`src/rtl/regfile_wb_scheduler.sv`:
```
// Purpose: arbitrates the register-file write port between pipeline writeback and buffered LLU results, with a pending scoreboard.
// Latency: write port is combinational (0 cycles); an LLU result is buffered and written no earlier than the cycle after it arrives.
// Backpressure: o_llu_ready drops when the result FIFO is full; o_llu_issue_rdy drops on outstanding limit or pending rd.
//
// Ports:
//   i_clk / i_arst                 clock, asynchronous active-low reset
//   i_wb_*                         in-order pipeline writeback (always wins the port)
//   i_llu_issue*, o_llu_issue_rdy  LLU dispatch handshake, marks rd pending
//   i_llu_valid/rd/data, o_llu_ready  LLU result handshake into the FIFO
//   i_dec_*, o_stall_decode        decode hazard check against pending registers
//   o_req_bubble                   asks the hazard unit for one writeback bubble
//   o_reg_we / o_rd_addr / o_rd_write_data  register-file write port
module regfile_wb_scheduler #(
    parameter int DATA_WIDTH   = 64,
    parameter int REG_ADDR_W   = 5,
    parameter int FIFO_DEPTH   = 2,
    parameter int MAX_OUTST    = 4,
    parameter int STARVE_LIMIT = 8
) (
    input  logic                  i_clk,
    input  logic                  i_arst,
    input  logic                  i_wb_we,
    input  logic [REG_ADDR_W-1:0] i_wb_rd_addr,
    input  logic [DATA_WIDTH-1:0] i_wb_data,
    input  logic                  i_llu_issue,
    input  logic [REG_ADDR_W-1:0] i_llu_issue_rd,
    output logic                  o_llu_issue_rdy,
    input  logic                  i_llu_valid,
    input  logic [REG_ADDR_W-1:0] i_llu_rd_addr,
    input  logic [DATA_WIDTH-1:0] i_llu_data,
    output logic                  o_llu_ready,
    input  logic [REG_ADDR_W-1:0] i_dec_rs1_addr,
    input  logic [REG_ADDR_W-1:0] i_dec_rs2_addr,
    input  logic                  i_dec_rd_we,
    input  logic [REG_ADDR_W-1:0] i_dec_rd_addr,
    output logic                  o_stall_decode,
    output logic                  o_req_bubble,
    output logic                  o_reg_we,
    output logic [REG_ADDR_W-1:0] o_rd_addr,
    output logic [DATA_WIDTH-1:0] o_rd_write_data
);

    localparam int NREG = 2 ** REG_ADDR_W;
    localparam int PW   = (FIFO_DEPTH > 1) ? $clog2(FIFO_DEPTH) : 1;
    localparam int OW   = PW + 1;
    localparam int CW   = $clog2(MAX_OUTST + 1);
    localparam int SW   = $clog2(STARVE_LIMIT + 1);

    localparam logic [OW-1:0]         FIFO_FULL = OW'(FIFO_DEPTH);
    localparam logic [CW-1:0]         CNT_MAX   = CW'(MAX_OUTST);
    localparam logic [SW-1:0]         STARVE_MX = SW'(STARVE_LIMIT);
    localparam logic [REG_ADDR_W-1:0] X0        = '0;

    // result FIFO storage and control
    logic [REG_ADDR_W-1:0] mem_rd   [FIFO_DEPTH];
    logic [DATA_WIDTH-1:0] mem_data [FIFO_DEPTH];
    logic [PW-1:0]         wr_ptr, rd_ptr;
    logic [OW-1:0]         occ;

    logic [NREG-1:0]       pend, pend_nxt;
    logic [CW-1:0]         outst;
    logic [SW-1:0]         starve;

    logic wb_act, fifo_empty, fifo_full, push, pop, issue_acc;
    logic [REG_ADDR_W-1:0] head_rd;
    logic [DATA_WIDTH-1:0] head_data;

    assign wb_act     = i_wb_we && (i_wb_rd_addr != X0);
    assign fifo_empty = (occ == '0);
    assign fifo_full  = (occ == FIFO_FULL);
    assign head_rd    = mem_rd[rd_ptr];
    assign head_data  = mem_data[rd_ptr];

    // Pipeline writeback always wins; the FIFO drains only on idle wb cycles.
    assign pop  = !wb_act && !fifo_empty;
    // Full FIFO refuses a push even when it pops in the same cycle (no pass-through).
    assign push = i_llu_valid && !fifo_full;

    assign o_llu_ready     = !fifo_full;
    assign o_llu_issue_rdy = (outst < CNT_MAX) &&
                             ((i_llu_issue_rd == X0) || !pend[i_llu_issue_rd]);
    assign issue_acc       = i_llu_issue && o_llu_issue_rdy;

    // Write port mux
    always_comb begin
        o_reg_we        = 1'b0;
        o_rd_addr       = '0;
        o_rd_write_data = '0;
        if (wb_act) begin
            o_reg_we        = 1'b1;
            o_rd_addr       = i_wb_rd_addr;
            o_rd_write_data = i_wb_data;
        end else if (!fifo_empty) begin
            o_reg_we        = (head_rd != X0);
            o_rd_addr       = head_rd;
            o_rd_write_data = head_data;
        end
    end

    // Clear from the pop applied first so a same-cycle set on the same register wins.
    always_comb begin
        pend_nxt = pend;
        if (pop)
            pend_nxt[head_rd] = 1'b0;
        if (issue_acc && (i_llu_issue_rd != X0))
            pend_nxt[i_llu_issue_rd] = 1'b1;
        pend_nxt[0] = 1'b0;
    end

    // Stall looks only at registered pend: a register popped at edge N is free in N+1.
    assign o_stall_decode = (pend[i_dec_rs1_addr] && (i_dec_rs1_addr != X0)) ||
                            (pend[i_dec_rs2_addr] && (i_dec_rs2_addr != X0)) ||
                            (i_dec_rd_we && pend[i_dec_rd_addr] && (i_dec_rd_addr != X0));

    assign o_req_bubble = (starve == STARVE_MX);

    always_ff @(posedge i_clk) begin
        if (push) begin
            mem_rd[wr_ptr]   <= i_llu_rd_addr;
            mem_data[wr_ptr] <= i_llu_data;
        end
    end

    always_ff @(posedge i_clk or negedge i_arst) begin
        if (!i_arst) begin
            wr_ptr <= '0;
            rd_ptr <= '0;
            occ    <= '0;
            pend   <= '0;
            outst  <= '0;
            starve <= '0;
        end else begin
            if (push)
                wr_ptr <= wr_ptr + PW'(1);
            if (pop)
                rd_ptr <= rd_ptr + PW'(1);
            case ({push, pop})
                2'b10:   occ <= occ + OW'(1);
                2'b01:   occ <= occ - OW'(1);
                default: occ <= occ;
            endcase

            pend <= pend_nxt;
            case ({issue_acc, pop})
                2'b10:   outst <= outst + CW'(1);
                2'b01:   outst <= outst - CW'(1);
                default: outst <= outst;
            endcase

            // Counts cycles the head is blocked by writeback; held at the limit until a pop.
            if (pop || fifo_empty)
                starve <= '0;
            else if (wb_act && (starve != STARVE_MX))
                starve <= starve + SW'(1);
        end
    end

endmodule

```
`config.mk`:
```
export PLATFORM = sky130hd
export DESIGN_NAME = regfile_wb_scheduler
export DESIGN_NICKNAME = d
export VERILOG_FILES = /design/src/rtl/regfile_wb_scheduler.sv
export SDC_FILE = /design/constraint.sdc
export NUM_CORES = 1
export LEC_CHECK = 0
export CORE_ASPECT_RATIO = 2
export CORE_UTILIZATION = 49
export CTS_CLUSTER_DIAMETER = 200
export CTS_CLUSTER_SIZE = 25
export DETAILED_ROUTE_END_ITERATION = 8
export GPL_TIMING_DRIVEN = 1
export PLACE_DENSITY_LB_ADDON = 0.15
export SYNTH_ARGS = -nofsm -noshare
export SYNTH_HDL_FRONTEND = slang
export SYNTH_SLANG_ARGS = --single-unit
```
`constraint.sdc`:
```
create_clock -name i_clk -period 8 [get_ports i_clk]
set_input_delay 2.4 -clock i_clk [delete_from_list [all_inputs] [get_ports i_clk]]
set_output_delay 2.4 -clock i_clk [all_outputs]
set_load 0.05 [all_outputs]
```
==> reports/metrics.csv, run 1 <==
stage,metric,value,unit
detailed_routing,dr.pass1.iters,5,
worst_setup_path,criticalPathCategory,input pin to output port,
clocking,post_cts_resized,0,
sta,worstMarginPinSlew,1.07,ns
worst_setup_path,r2r_end,outst[1],
detailed_routing,detail_route.vias_per_cell,5.93,
sta,skew,0.00774,ns
min_path,worstHoldPathCells,1,
power_and_ir_drop,intPower,2410,uW
synth,syn_area,8880,um^2
clocking,worstSkewPairLatency,0.43,ns
sta,rsz0062_at_grt,no,
floorplanning,die_area,18700,um^2
place,dp_hpwl,18900,um
floorplanning,rows,69,
clocking,cts_tree,built,
power_and_ir_drop,power_density,337,nW/um^2
worst_setup_path,crit_required,5.60,ns
synth,synth-seq-area-share,0.585,
clocking,hold_buffers,0,
power_and_ir_drop,p_sw_frac,0.404,
synth,syn_inst,680,
flow_run,drv_cap,0,
place,gp_congestion,0.946,
worst_setup_path,critPathLaunch,i_wb_rd_addr[2],
floorplanning,ios,238,
status,status,finished clean,
layout,syn_to_final_growth,35.4,%
clocking,h-tree-depth,4,
sta,hold_violations,0,
synth,synth_edf_count,138,
layout,layout_commonest_cell,clkdlybuf4s50_1,
sta,min_period,7.59,ns
clocking,clockRootBuffer,clkbuf_16,
floorplanning,die_height,192,um
sta,slew_viol_final,0,
detailed_routing,antenna_left,0,
synth,yosysWarnings,0,
detailed_routing,route.detailed.wl_per_inst,22.0,um
layout,fin_nets,1070,
layout,drive_above_1_share,0.0996,
synth,ys_ff_latch,180,
detailed_routing,vias,6699,
grt,grt_pass1_vias,7176,
synth,synth.area.top_cells,"edfxtp_1, dfrtp_1, mux2i_1, mux4_2, o31ai_1",
grt,grt_pass1_wl,37600,um
worst_setup_path,rrSetupSlack,5.21,ns
grt,grt_max_degree,73,
grt,grt_util_all_layers,0.271,
sta,fin_crit_sh,0.949,
synth,yosys.area.top_type,edfxtp_1,
floorplanning,chipWidth,97.2,um
worst_setup_path,arrival,5.19,ns
worst_setup_path,end_kind,output port,
grt,grt_remaining_overflow,0,
synth,synth_top_cell_area_share,0.467,
clocking,cts_buffer_depth,2,
worst_setup_path,reg2reg_depth,9,
synth,avgSynthCellArea,13.1,um^2
power_and_ir_drop,p_leak,0.00446,uW
power_and_ir_drop,comb_power_share,0.419,
sta,finalSetupViolCount,0,
floorplanning,initial_core_util,0.499,
synth,synthArstFlopShare,0.233,
worst_setup_path,critPathLaunchType,input pin,
sta,max_freq,132,MHz
detailed_routing,wl,24900,um
synth,syn-num-nets,849,
layout,fin_area,12000,um^2
clocking,postCtsSetupRepairBufs,0,
grt,antenna_found_initial,2,
floorplanning,design.core.area,17800,um^2
sta,maxSlewHeadroom,0.289,
layout,most-common-layout-cells,"clkdlybuf4s50_1, edfxtp_1, nand2_1, mux2i_1, o31ai_1",
power_and_ir_drop,power_switching,1630,uW
synth,synth_cell_type_count,49,
place,placed_area,11400,um^2
detailed_routing,drc,0,
worst_setup_path,worstPathMaxFanout,72,
sta,setup_tns,0,ns
place,port_buffers,237,
power_and_ir_drop,pwr-share-clk,0.198,
clocking,cts_made_buffers,17,
power_and_ir_drop,seq_power_share,0.384,
worst_setup_path,r2r-start,pend[19],
clocking,clock_sinks,180,
synth,synth_flop_cell,edfxtp_1,
power_and_ir_drop,vdd_ir_drop_max,212,uV
min_path,hp-class,flop to flop,
worst_setup_path,cp-endpoint,o_rd_write_data[56],
detailed_routing,drt_iter0_drc,296,
clocking,clkTransAtPathRegs,0.07,ns
## cells by family after synthesis
family                     Yosys count  share of synthesized area
muxes                              112                      0.165
buffers and inverters               65                     0.0307
and+or+nand+nor                    143                     0.0728
adders and majority gates            5                    0.00789
DFF                                180                      0.585
AOI/OAI and AO/OA                  164                      0.128
xor gates and xnor gates            11                     0.0109
## sequential cells by signal (all words and copies together) (netlist names)
name	count
mem_data	128
mem_rd	10
occ	2
outst	3
pend	31
rd_ptr	1
starve	4
wr_ptr	1
## routing by layer
| layer | routed length (um) | track usage |
|---|---|---|
| met1 | 7770 | 0.246 |
| met2 | 14300 | 0.523 |
| met3 | 1390 | 0.0608 |
| met4 | 1410 | 0.185 |
| met5 | 0 | 0 |
## cell type report
type	instances	area [um^2]
inverter	21	78.8
clock inverter	14	141
clock buffer	18	429
antenna	2	5.00
timing repair buffer	246	2460
sequential	180	5200
multi-input combinational	435	3440
tap	213	267
fill	1309	5770
## stage by stage
step                power [uW]  std cells  setup WS [ns]  hold WS, ns   util
global placement          3210       1095          0.500        0.461  0.643
CTS                       4070       1127          0.392        0.496  0.676
global route              4240       1129          0.335        0.515  0.676
finish                    4050       1129          0.408        0.490  0.676
floorplan                 2650        680          0.868        0.446      -
detailed placement        3270       1095          0.412        0.471  0.643
## worst max-delay path, cell delays in order
cell and delay (ns):
clkdlybuf4s50_1 0.43, or4_4 0.55, o21a_4 0.33, buf_12 0.24, o31ai_1 0.33, clkdlybuf4s50_1 0.86
## worst min-delay path by stage
stage	start	to	slack, ns
6_report	outst[0]	outst[0]	0.49
5_1_grt	outst[0]	outst[0]	0.51
4_1_cts	outst[0]	outst[0]	0.50
3_5_place_dp	outst[0]	outst[0]	0.47
3_3_place_gp	outst[0]	outst[0]	0.46
2_1_floorplan	outst[0]	outst[0]	0.45
## power groups by stage
stage | Clock (uW) | Sequential (uW) | Combinational, uW
6_report | 800 | 1550 | 1690
2_1_floorplan | 0 | 1430 | 1220
5_1_grt | 852 | 1580 | 1800
4_1_cts | 814 | 1550 | 1710
3_5_place_dp | 0 | 1570 | 1700
3_3_place_gp | 0 | 1540 | 1660
## cell usage after synthesis (4+ instances only)
| cell type | instances |
|---|---|
| nand2_1 | 93 |
| o21ai_0 | 52 |
| inv_1 | 21 |
| a32o_1 | 4 |
| mux4_2 | 27 |
| clkbuf_1 | 29 |
| mux2i_1 | 79 |
| mux2_2 | 6 |
| buf_2 | 11 |
| dfrtp_1 | 42 |
| nand3_1 | 7 |
| o31ai_1 | 68 |
| a21oi_1 | 4 |
| xnor2_1 | 8 |
| edfxtp_1 | 138 |
| a31oi_1 | 4 |
| o41ai_1 | 8 |
| nor2_1 | 11 |
| nand2b_1 | 6 |
| o32ai_1 | 5 |
| nor3_1 | 5 |
| nor2b_1 | 7 |
| ha_1 | 4 |
Note: power is estimated with default switching activity, not from simulation.
==> run 2, diff against run 1 <==
Settings changed: CORE_MARGIN from default to 1.
==> results of run 2 <==
Same layout as run 1: the final DEF is identical, and so are final timing and power.
==> run 3, diff against run 2 <==
Settings changed: SETUP_SLACK_MARGIN from default to 0.5.
==> run 3 against run 2 <==
Clock power about the same; fmax is 3.1% higher; first-iteration DRC count grew 10%; sequential cell count unchanged; non-clock buffer count did not move; clock skew is 0.0010 ns higher.
==> reports/metrics.csv, run 3 (synthesis results as in run 1) <==
stage,metric,value,unit,change
power_and_ir_drop,p_leak,0.00473,uW,was 0.00446 uW
layout,fillers,1318,,"was 1,309"
sta,setup_tns,0,ns,unchanged
worst_setup_path,critPathLaunch,i_wb_rd_addr[2],,unchanged
worst_setup_path,crit_required,5.60,ns,about the same
sta,fin_crit_sh,0.920,,was 0.949
min_path,whs_endpoint,outst[0],,unchanged
detailed_routing,detail_route.vias_per_cell,5.93,,about the same
floorplanning,chipWidth,97.2,um,unchanged
worst_setup_path,worstPathMaxFanout,28,,was 72
sta,max_freq,136,MHz,was 132 MHz
layout,multiInputGateArea,3440,um^2,unchanged
layout,fin_nets,1070,,unchanged
status,status,finished clean,,unchanged
floorplanning,ios,238,,unchanged
place,port_buffers,237,,unchanged
min_path,min_from,outst[0],,unchanged
grt,grt_remaining_overflow,0,,unchanged
sta,min_period,7.36,ns,was 7.59 ns
worst_setup_path,critPathLaunchType,input pin,,unchanged
clocking,clockRootBuffer,clkbuf_16,,unchanged
sta,hold_violations,0,,unchanged
min_path,hp-class,flop to flop,,unchanged
floorplanning,die_area,18700,um^2,unchanged
sta,finalSetupViolCount,0,,unchanged
layout,regMostFlops,mem_data,,unchanged
layout,most-common-layout-cells,"clkdlybuf4s50_1, edfxtp_1, nand2_1, mux2i_1, o31ai_1",,unchanged
detailed_routing,wl,24900,um,about the same
worst_setup_path,crit_top_cell,clkdlybuf4s50_1,,unchanged
power_and_ir_drop,power.total,4000,uW,was 4050 uW
clocking,h-tree-depth,4,,unchanged
grt,grt_max_degree,73,,unchanged
power_and_ir_drop,vdd_ir_drop_max,209,uV,was 212 uV
worst_setup_path,reg2reg_depth,9,,unchanged
floorplanning,design.core.area,17800,um^2,unchanged
floorplanning,die_height,192,um,unchanged
min_path,worstHoldPathCells,1,,unchanged
clocking,worstSkewPairLatency,0.43,ns,about the same
detailed_routing,antenna_left,0,,unchanged
grt,grt_pass1_wl,37600,um,about the same
sta,maxSlewHeadroom,0.289,,about the same
worst_setup_path,critical-path-max-stage-delay,0.91,ns,was 0.86 ns
worst_setup_path,r2r_end,outst[1],,unchanged
clocking,cts_buffer_depth,2,,unchanged
place,dp_hpwl,18900,um,unchanged
worst_setup_path,arrival,4.96,ns,was 5.19 ns
layout,ff_latch_area,5200,um^2,unchanged
detailed_routing,drt_iter0_drc,326,,was 296
worst_setup_path,path_cells,clkdlybuf4s50_1 > or4_4 > o21a_4 > o31ai_1 > clkdlybuf4s50_1,,was clkdlybuf4s50_1 > or4_4 > o21a_4 > buf_12 > o31ai_1 > clkdlybuf4s50_1
grt,antenna_found_initial,2,,unchanged
clocking,clkTransAtPathRegs,0.06,ns,was 0.07 ns
grt,grt_util_all_layers,0.271,,unchanged
floorplanning,initial_core_util,0.499,,unchanged
clocking,cts_made_buffers,17,,unchanged
clocking,cts_tree,built,,unchanged
layout,layout_commonest_cell,clkdlybuf4s50_1,,unchanged
detailed_routing,drc,0,,unchanged
clocking,clock_sinks,180,,unchanged
flow_run,drv_cap,0,,unchanged
sta,worstMarginPinSlew,1.07,ns,about the same
power_and_ir_drop,power_density,333,nW/um^2,was 337 nW/um^2
detailed_routing,dr.pass1.iters,5,,unchanged
worst_setup_path,rrSetupSlack,5.23,ns,was 5.21 ns
floorplanning,rows,69,,unchanged
worst_setup_path,criticalPathCategory,input pin to output port,,unchanged
layout,largest_reg_flops,128,,unchanged
grt,grt_pass1_vias,7172,,"was 7,176"
detailed_routing,route.detailed.wl_per_inst,22.1,um,was 22.0 um
sta,skew,0.00875,ns,was 0.00774 ns
sta,rsz0062_at_grt,no,,unchanged
layout,reg.largest.list,"mem_data (128), pend (31), mem_rd (10)",,unchanged
worst_setup_path,slowest_stage,clkdlybuf4s50_1,,unchanged
sta,slew_viol_final,0,,unchanged
layout,syn_to_final_growth,35.3,%,was 35.4%
layout,drive_above_1_share,0.0996,,unchanged
worst_setup_path,end_kind,output port,,unchanged
place,gp_congestion,0.946,,unchanged
detailed_routing,vias,6695,,"was 6,699"
worst_setup_path,r2r-start,pend[19],,unchanged
clocking,postCtsSetupRepairBufs,0,,unchanged
[run 3: cell count changes in the layout (fill, tap and decap cells not counted), sizes merged]
cell	delta
clkdlybuf4s50	-55
dlygate4sd2	+38
dlymetal6s2s	+17
[run 3: worst max path at each step]
stage          slack, ns                   to  cells after the start
2_1_floorplan       0.87  o_rd_write_data[27]                      6
3_3_place_gp        0.50  o_rd_write_data[50]                      6
3_5_place_dp        0.41  o_rd_write_data[56]                      6
4_1_cts             0.50  o_rd_write_data[52]                      6
5_1_grt             0.57   o_rd_write_data[2]                      5
6_report            0.64   o_rd_write_data[2]                      5
[run 3: power by group]
| group | total (uW) | switching (uW) | internal (uW) |
|---|---|---|---|
| clock | 800 | 361 | 439 |
| combinational | 1650 | 1010 | 635 |
| sequential | 1550 | 253 | 1300 |
[run 3: worst max-delay path, delay by kind of cell]
family | cells | cell delay [ns]
buffers and inverters | 2 | 1.34
AO/OA/AOI/OAI | 2 | 0.66
AND/OR/NAND/NOR | 1 | 0.55
[run 3: timing repair]
item | CTS | global route
hold buffers | 0 | 0
hold endpoints to repair | 0 | 0
pin swaps | 0 | 0
gates cloned | 0 | 0
gates resized for setup | 38 | 17
setup endpoints to repair | 38 | 17
[run 3: layout make-up]
class / instances / share of cell area
Tap cell: 213 / 0.0222
Multi-Input combinational cell: 435 / 0.286
Timing Repair Buffer: 246 / 0.204
Clock buffer: 18 / 0.0357
Clock inverter: 14 / 0.0118
Antenna cell: 2 / 0.000417
Sequential cell: 180 / 0.433
Inverter: 21 / 0.00656
[run 3: routing by layer]
metal / GRT usage / up-vias / wire, um
li1: - / 3088 / -
met5: 0 / - / 0
met2: 0.524 / 277 / 14200
met3: 0.0605 / 89 / 1350
met1: 0.246 / 3241 / 7860
met4: 0.185 / 0 / 1500
[run 3: through the flow]
step	cell area (um^2)	setup WS (ns)	hold WS [ns]	std cells	util
floorplan	8880	0.868	0.446	680	-
detailed placement	11400	0.412	0.471	1095	0.643
CTS	12000	0.501	0.496	1127	0.673
global placement	11400	0.500	0.461	1095	0.643
global route	12000	0.574	0.515	1129	0.676
finish	12000	0.639	0.490	1129	0.676
